$ cat src/rtl/uart_bus_pkg.sv
// Shared definitions for the UART command path bus master.
// The packet decoder uses the same constants in its header handling.
package uart_bus_pkg;

  typedef enum logic [1:0] {
    IDLE,
    BUS,
    REARM
  } bus_state_t;

  localparam int          DEFAULT_TIMEOUT  = 1024;
  localparam logic [31:0] DEFAULT_ERR_DATA = 32'hDEAD_BEEF;

  // A disabled timeout (0) still needs a one-bit counter to keep widths legal.
  function automatic int timer_width(input int timeout);
    return (timeout > 0) ? $clog2(timeout + 1) : 1;
  endfunction

endpackage

$ cat src/rtl/wb_timeout_counter.sv
// Bus-cycle watchdog: counts cycles while enabled and flags the last permitted
// cycle. TIMEOUT = 0 never expires.
module wb_timeout_counter
  import uart_bus_pkg::*;
#(
  parameter int TIMEOUT = DEFAULT_TIMEOUT
) (
  input  logic clk,
  input  logic rst,
  input  logic clear,
  input  logic enable,
  output logic expired
);

  localparam int            CW   = timer_width(TIMEOUT);
  localparam logic [CW-1:0] LAST = CW'(TIMEOUT - 1);

  logic [CW-1:0] count;

  always_ff @(posedge clk) begin
    if (rst) begin
      count <= '0;
    end else if (clear) begin
      count <= '0;
    end else if (enable && (TIMEOUT != 0) && !expired) begin
      count <= count + CW'(1);
    end
  end

  assign expired = (TIMEOUT != 0) && (count == LAST);

endmodule

$ cat src/rtl/uart_wb_master.sv
// Single-word Wishbone classic master fed by the UART packet decoder.
//   state | meaning
//   IDLE  | waiting for cpu_start; request latched onto wb_* on start
//   BUS   | cyc/stb asserted, waiting for err, ack or timeout
//   REARM | cycle finished, waiting for the decoder to drop cpu_start
module uart_wb_master
  import uart_bus_pkg::*;
#(
  parameter int            dw       = 32,
  parameter int            aw       = 32,
  parameter int            TIMEOUT  = DEFAULT_TIMEOUT,
  parameter logic [dw-1:0] ERR_DATA = dw'(DEFAULT_ERR_DATA)
) (
  input  logic          clk,
  input  logic          rst,
  input  logic          cpu_start,
  input  logic          cpu_write,
  input  logic [aw-1:0] cpu_address,
  input  logic [3:0]    cpu_selection,
  input  logic [dw-1:0] cpu_data_wr,
  output logic          cpu_active,
  output logic [dw-1:0] cpu_data_rd,
  output logic          cpu_error,
  output logic [aw-1:0] wb_adr_o,
  output logic [dw-1:0] wb_dat_o,
  output logic [3:0]    wb_sel_o,
  output logic          wb_we_o,
  output logic          wb_cyc_o,
  output logic          wb_stb_o,
  input  logic [dw-1:0] wb_dat_i,
  input  logic          wb_ack_i,
  input  logic          wb_err_i
);

  bus_state_t state, state_nxt;
  logic       load;
  logic       finish;
  logic       fail;
  logic       expired;

  wb_timeout_counter #(
    .TIMEOUT(TIMEOUT)
  ) u_timer (
    .clk    (clk),
    .rst    (rst),
    .clear  (load),
    .enable (state == BUS),
    .expired(expired)
  );

  always_ff @(posedge clk) begin
    if (rst) begin
      state <= IDLE;
    end else begin
      state <= state_nxt;
    end
  end

  // err outranks ack, ack outranks the watchdog
  always_comb begin
    state_nxt = state;
    load      = 1'b0;
    finish    = 1'b0;
    fail      = 1'b0;
    unique case (state)
      IDLE: begin
        if (cpu_start) begin
          load      = 1'b1;
          state_nxt = BUS;
        end
      end
      BUS: begin
        if (wb_err_i || wb_ack_i || expired) begin
          finish    = 1'b1;
          fail      = wb_err_i || !wb_ack_i;
          state_nxt = REARM;
        end
      end
      REARM: begin
        if (!cpu_start) begin
          state_nxt = IDLE;
        end
      end
      default: state_nxt = IDLE;
    endcase
  end

  always_ff @(posedge clk) begin
    if (rst) begin
      wb_adr_o    <= '0;
      wb_dat_o    <= '0;
      wb_sel_o    <= '0;
      wb_we_o     <= 1'b0;
      wb_cyc_o    <= 1'b0;
      wb_stb_o    <= 1'b0;
      cpu_active  <= 1'b0;
      cpu_error   <= 1'b0;
      cpu_data_rd <= '0;
    end else begin
      cpu_error <= finish && fail;
      if (load) begin
        wb_adr_o   <= cpu_address;
        wb_dat_o   <= cpu_data_wr;
        wb_sel_o   <= cpu_selection;
        wb_we_o    <= cpu_write;
        wb_cyc_o   <= 1'b1;
        wb_stb_o   <= 1'b1;
        cpu_active <= 1'b1;
      end else if (finish) begin
        wb_cyc_o   <= 1'b0;
        wb_stb_o   <= 1'b0;
        cpu_active <= 1'b0;
        if (!wb_we_o) begin
          cpu_data_rd <= fail ? ERR_DATA : wb_dat_i;
        end
      end
    end
  end

endmodule

$ cat config.mk
export PLATFORM = sky130hd
export DESIGN_NAME = uart_wb_master
export DESIGN_NICKNAME = d
export VERILOG_FILES = /design/src/rtl/uart_bus_pkg.sv /design/src/rtl/wb_timeout_counter.sv /design/src/rtl/uart_wb_master.sv
export SDC_FILE = /design/constraint.sdc
export NUM_CORES = 1
export LEC_CHECK = 0
export ABC_AREA = 1
export BUFFER_PORTS_ARGS = -buffer_cell sky130_fd_sc_hd__buf_2
export CELL_PAD_IN_SITES_DETAIL_PLACEMENT = 0
export CELL_PAD_IN_SITES_GLOBAL_PLACEMENT = 2
export CORE_UTILIZATION = 25
export DETAILED_ROUTE_END_ITERATION = 12
export PLACE_DENSITY = 0.78
export SETUP_SLACK_MARGIN = 0.02
export SLEW_MARGIN = 20
export SYNTH_ARGS = -nofsm -noshare
export SYNTH_HDL_FRONTEND = slang
export SYNTH_SLANG_ARGS = --single-unit
$ cat constraint.sdc
create_clock -name clk -period 4.65 [get_ports clk]
set_input_delay 0.2325 -clock clk [delete_from_list [all_inputs] [get_ports clk]]
set_output_delay 0.2325 -clock clk [all_outputs]
set_load 0.005 [all_outputs]
### Yosys cells after proc, flatten, opt, wreduce, memory -nomap -nowiden

Index checks and enable logic that the tools add are counted.

| cells by class | value |
|---|---|
| add/sub/neg operators | 1 |
| equal/unequal tests | 6 |
| muxes and demuxes | 13 |
| bitwise operators | 2 |
| reduce and logical (&&, ||, !) cells | 12 |

Operators by type and width:

| cell | count |
|---|---|
| $mux 32 | 1 |
| $add 11x1->11 const B | 1 |
| $eq 11x10->1 const B | 1 |
| $mux 1 | 8 |
| $mux 2 | 3 |
| $ne 2x2->1 const B | 3 |
| $pmux 2 s3 | 1 |
| $reduce_and 3->1 | 2 |
| $logic_or 1x1->1 | 3 |
| $eq 2x1->1 const B | 1 |
| $eq 2x2->1 const B | 1 |
| $logic_and 1x1->1 | 2 |
| $logic_not 1->1 | 2 |
| $logic_not 2->1 | 1 |
| $not 1->1 | 2 |
| $reduce_bool 2->1 | 1 |
| $reduce_or 2->1 | 1 |

| storage, ports and cells | value |
|---|---|
| register bits after elaboration | 116 |
| input port bits | 106 |
| output and inout port bits | 105 |
| word-level logic and storage cells | 43 |

### Logic depth before layout (Yosys ltp)

| logic depth | value |
|---|---|
| depth in word-level cells | 6 |
| mapped depth | 10 |
| mapped depth without buffers | 9 |

### Hierarchy

A second synthesis with hierarchy kept.

| unflattened totals | value |
|---|---|
| cells, all modules | 626 |
| area total of the unflattened synthesis | 4533.1 um^2 |

By module, submodules not included:

| module | times used | cells each | area an instance (um^2) | sequential area each (um^2) |
|---|---|---|---|---|
| uart_wb_master | 1 | 535 | 3927.5 | 2102.0 |
| wb_timeout_counter | 1 | 91 | 605.6 | 220.2 |

### Worst setup path before layout

No wires, ideal clock.

| timing | value |
|---|---|
| kind | register -> register |
| start point | register u_timer.count[0] |
| end point | register cpu_data_rd[2] |
| setup time | 110 ps |
| arrival time | 1421 ps |
| data required time | 4540 ps |
| slack | 3119 ps |
| cell stages (with the launch flop) | 10 |
| path buffers | 1 |
| clock period less this slack | 1531 ps |
| path through | dfxtp_1 -> ha_1 -> inv_2 -> nor2_4 -> nand3_2 -> nand2_4 -> buf_2 -> nand4_1 -> nand2_1 -> nor2_1 |

| on the way | value |
|---|---|
| longest elaborated chain between the ends | 5 |
| elaborated cells on any way between the ends | 8 |
| those cells by class | eq/ne (1); mux (5); reduce/logical (2) |

Ends and longest elaborated chain:

| element | RTL line | RTL |
|---|---|---|
| from (decl) | wb_timeout_counter.sv:18 | `logic [CW-1:0] count;` |
| from (signal assigned) | wb_timeout_counter.sv:26 | `count <= count + CW'(1);` |
| $eq 11x10->1 * | wb_timeout_counter.sv:30 | `assign expired = (TIMEOUT != 0) && (count == LAST);` |
| $logic_or 1x1->1 * | uart_wb_master.sv:73 | `if (wb_err_i \|\| wb_ack_i \|\| expired) begin` |
| $mux 1 | uart_wb_master.sv:73 |  |
| $mux 1 | uart_wb_master.sv:65 | `unique case (state)` |
| $reduce_and 3->1 (no line) or $mux 32 (tied branches) | - |  |
| to (signal assigned) | uart_wb_master.sv:114 | `cpu_data_rd <= fail ? ERR_DATA : wb_dat_i;` |
| to (decl) | uart_wb_master.sv:22 | `output logic [dw-1:0] cpu_data_rd,` |

Every way passes the cells marked *; elsewhere a longest branch is shown, timed or not.
A chain may end at the register's enable or synchronous reset.

### Worst setup path after layout

| timing | value |
|---|---|
| start point | register u_timer.count[0] |
| end point | register cpu_data_rd[19] |

Same word-level chain as after synthesis.

==> flow_summary_export.csv <==
group,metric,value,unit
sta,final-setup-viol-count,0,
sta,grt_setup_unrepaired,"no",
global_routing,grt_overflow,0,
die,die_w,141,um
clock_tree,post_cts_buffers,0,
critical_path,critPathCaptureType,"register",
global_routing,grt_pass1_vias,4659,
die,dieHeight,141,um
placed_design,dp_hpwl,9430,um
routing,drt_iter0_markers,172,
critical_path,worstPathRequired,4.99,ns
routing,via_count,4810,
die,io_pins,211,
sta,finalHoldViolCount,0,
hold_path,hp-class,"primary input to register",
sta,min_period,2.20,ns
synth,ys_ff_latch,116,
power_and_ir_drop,p_leak,3.35,nW
sta,report.final.slew_viol_count,0,
routing,drc,0,
sta,fin_crit_sh,0.474,
sta,max_freq,0.454,GHz
synth,synth_most_common_cell,"nor2_1",
placed_design,gp_congestion,0.696,
routing,wl_per_cell,13.0,um
global_routing,antenna_found_initial,1,
cells_and_area,area.growth.synth_to_final,37.5,%
clock_tree,cts_tree,"built",
global_routing,grt_pass1_wl,23800,um
synth,yosysSeqAreaShare,0.482,
synth,ys_top_cells_by_area,"dfxtp_1 (48%), nor2_1 (16%), nand2_1 (8.9%)",
placed_design,port_buffers,210,
placed_design,dpl.cell_count,1100,
power_and_ir_drop,switching_share,0.256,
cells_and_area,nets,992,
sta,worstMarginPinSlew,0.768,ns
synth,synth_cell_types,23,
synth,synth_flop_cell,"dfxtp_1",
power_and_ir_drop,seq_power_share,0.388,
die,start_util,0.257,
synth,synth_cells,695,
clock_tree,cts_buffers,17,
synth,synth_top_area_frac,0.482,
cells_and_area,fill_cells,2021,
power_and_ir_drop,p_int,2.12,mW
synth,yosysTopAreaCell,"dfxtp_1",
clock_tree,ctsResizeCount,0,
clock_tree,cts.clk_slew.worst_paths,0.06,ns
power_and_ir_drop,comb_power_share,0.122,
routing,wl,14800,um
cells_and_area,multi_input_area,0.00200,mm^2
synth,ys_warn_count,0,
global_routing,grt_max_degree,72,
sta,clock_skew,0.0105,ns
clock_tree,clk_latency,0.41,ns
synth,synthesis.nets,802,
run,maxCapViolations,0,
synth,synth_area,0.00482,mm^2
sta,fin_tns_setup,0,ns
power_and_ir_drop,p_sw,729,uW
power_and_ir_drop,p_per_area,429,mW/mm^2
critical_path,start_kind,"register",
clock_tree,cts-root-buf,"clkbuf_16",
die,die_area,0.0198,mm^2
routing,vias_per_cell,4.25,
sta,max-slew-margin-rel,0.487,
die,rows,50,
clock_tree,cts.sinks,116,
clock_tree,h-tree-depth,4,
synth,netlist_top_cells_count,"nor2_1 (203), dfxtp_1 (116), nand2_1 (114), inv_1 (74), o21ai_0 (70)",
critical_path,worstPathArrival,2.54,ns
critical_path,critPathKind,"register to register",
cells_and_area,seqCellArea,0.00232,mm^2
synth,avgSynthCellArea,6.93,um^2
die,coreArea,0.0188,mm^2
status,status,"complete, no violations",
synth,async_flop_share,0,
clock_tree,cts-hold-fix-buffers,0,
synth,synth_edf_count,0,
cells_and_area,final_cells,1133,
power_and_ir_drop,ir_drop,0.000268,V
global_routing,grt_usage,0.154,
routing,antenna_left,0,
power_and_ir_drop,pwr-share-clk,0.490,
routing,drt-pass1-iter-count,4,
critical_path,crit_fanout,34,
clock_tree,clk_path_buf_depth,2,
cells_and_area,drive_gt1_frac,0.288,
[stage by stage]
stage / total power [mW] / setup slack [ns] / instance area, um^2 / hold slack, ns / util
after CTS: 2.89 / 2.40 / 6630 / 0.0196 / 0.353
after global placement: 1.48 / 2.44 / 6000 / 0.454 / 0.320
after detailed placement: 1.48 / 2.41 / 6000 / 0.461 / 0.320
after global routing: 2.99 / 2.11 / 6630 / 0.0295 / 0.353
after floorplan: 1.31 / 3.12 / 4820 / 0.302 / -
final: 2.85 / 2.45 / 6630 / 0.0395 / 0.353
[final timing paths]
check	from	slack [ns]	end	depth (start not counted)
hold reg to reg	u_timer.count[1]	0.50	u_timer.count[1]	2
hold / removal	cpu_data_wr[16]	0.04	wb_dat_o[16]	3
setup reg to reg	u_timer.count[0]	2.45	cpu_data_rd[19]	9
setup / recovery	u_timer.count[0]	2.45	cpu_data_rd[19]	9
[cell families (layout without fill, tap and decap cells)]
group / count (synthesis) / in the layout / synth area share
AO/OA/AOI/OAI: 85 / 85 / 0.0888
XOR/XNOR: 5 / 5 / 0.00909
adder cells (fa/ha/maj): 1 / 1 / 0.00260
buffers and inverters: 122 / 325 / 0.103
flip-flops: 116 / 116 / 0.482
other: 0 / 1 / 0
AND/OR/NAND/NOR: 366 / 366 / 0.314
[sequential cells by signal, summed over array words and instances, names as in the netlist]
name           cells
wb_dat_o          32
u_timer.count     11
wb_we_o            1
wb_adr_o          32
state              2
wb_sel_o           4
cpu_data_rd       32
wb_stb_o           1
cpu_error          1
[power by group through the flow]
stage / registers, mW / logic (mW) / clock network, mW
after floorplan: 1.13 / 0.179 / 0
after CTS: 1.10 / 0.354 / 1.44
final: 1.10 / 0.346 / 1.40
after global placement: 1.12 / 0.356 / 0
after detailed placement: 1.12 / 0.353 / 0
after global routing: 1.11 / 0.397 / 1.48
[critical path, stage by stage, from the launching register on]
cell and delay [ns]:
dfxtp_1 0.41, ha_1 0.31, inv_2 0.07, nor2_4 0.14
nand3_2 0.13, nand2_4 0.34, nand3_4 0.43, nand2_1 0.16
inv_1 0.05, nor2_1 0.10
[metal layers]
metal,wire length [um],GRT usage
met5,0,0
met2,6270,0.235
met4,97,0.0515
met3,1320,0.0615
met1,7080,0.196
[final cells by class]
| cell class | count | share of cell area |
|---|---|---|
| tap | 234 | 0.0442 |
| clock inverter | 13 | 0.0276 |
| inverter | 78 | 0.0442 |
| multi-input combinational | 457 | 0.302 |
| clock buffer | 19 | 0.0668 |
| antenna | 1 | 0.000378 |
| sequential | 116 | 0.350 |
| timing repair buffer | 215 | 0.164 |
[cell usage in the layout, fill, tap and decap left out, drive strengths merged]
cell and count:
a21boi 1, a21oi 14, buf 215, bufinv 4, clkbuf 19, clkinv 5, clkinvlp 4, dfxtp 116
diode 1, ha 1, inv 78, nand2 115, nand3 7, nand4 35, nor2 208, nor3 1
o21ai 70, xnor2 2, xor2 3
No activity file was read; power rests on OpenSTA's default activity.
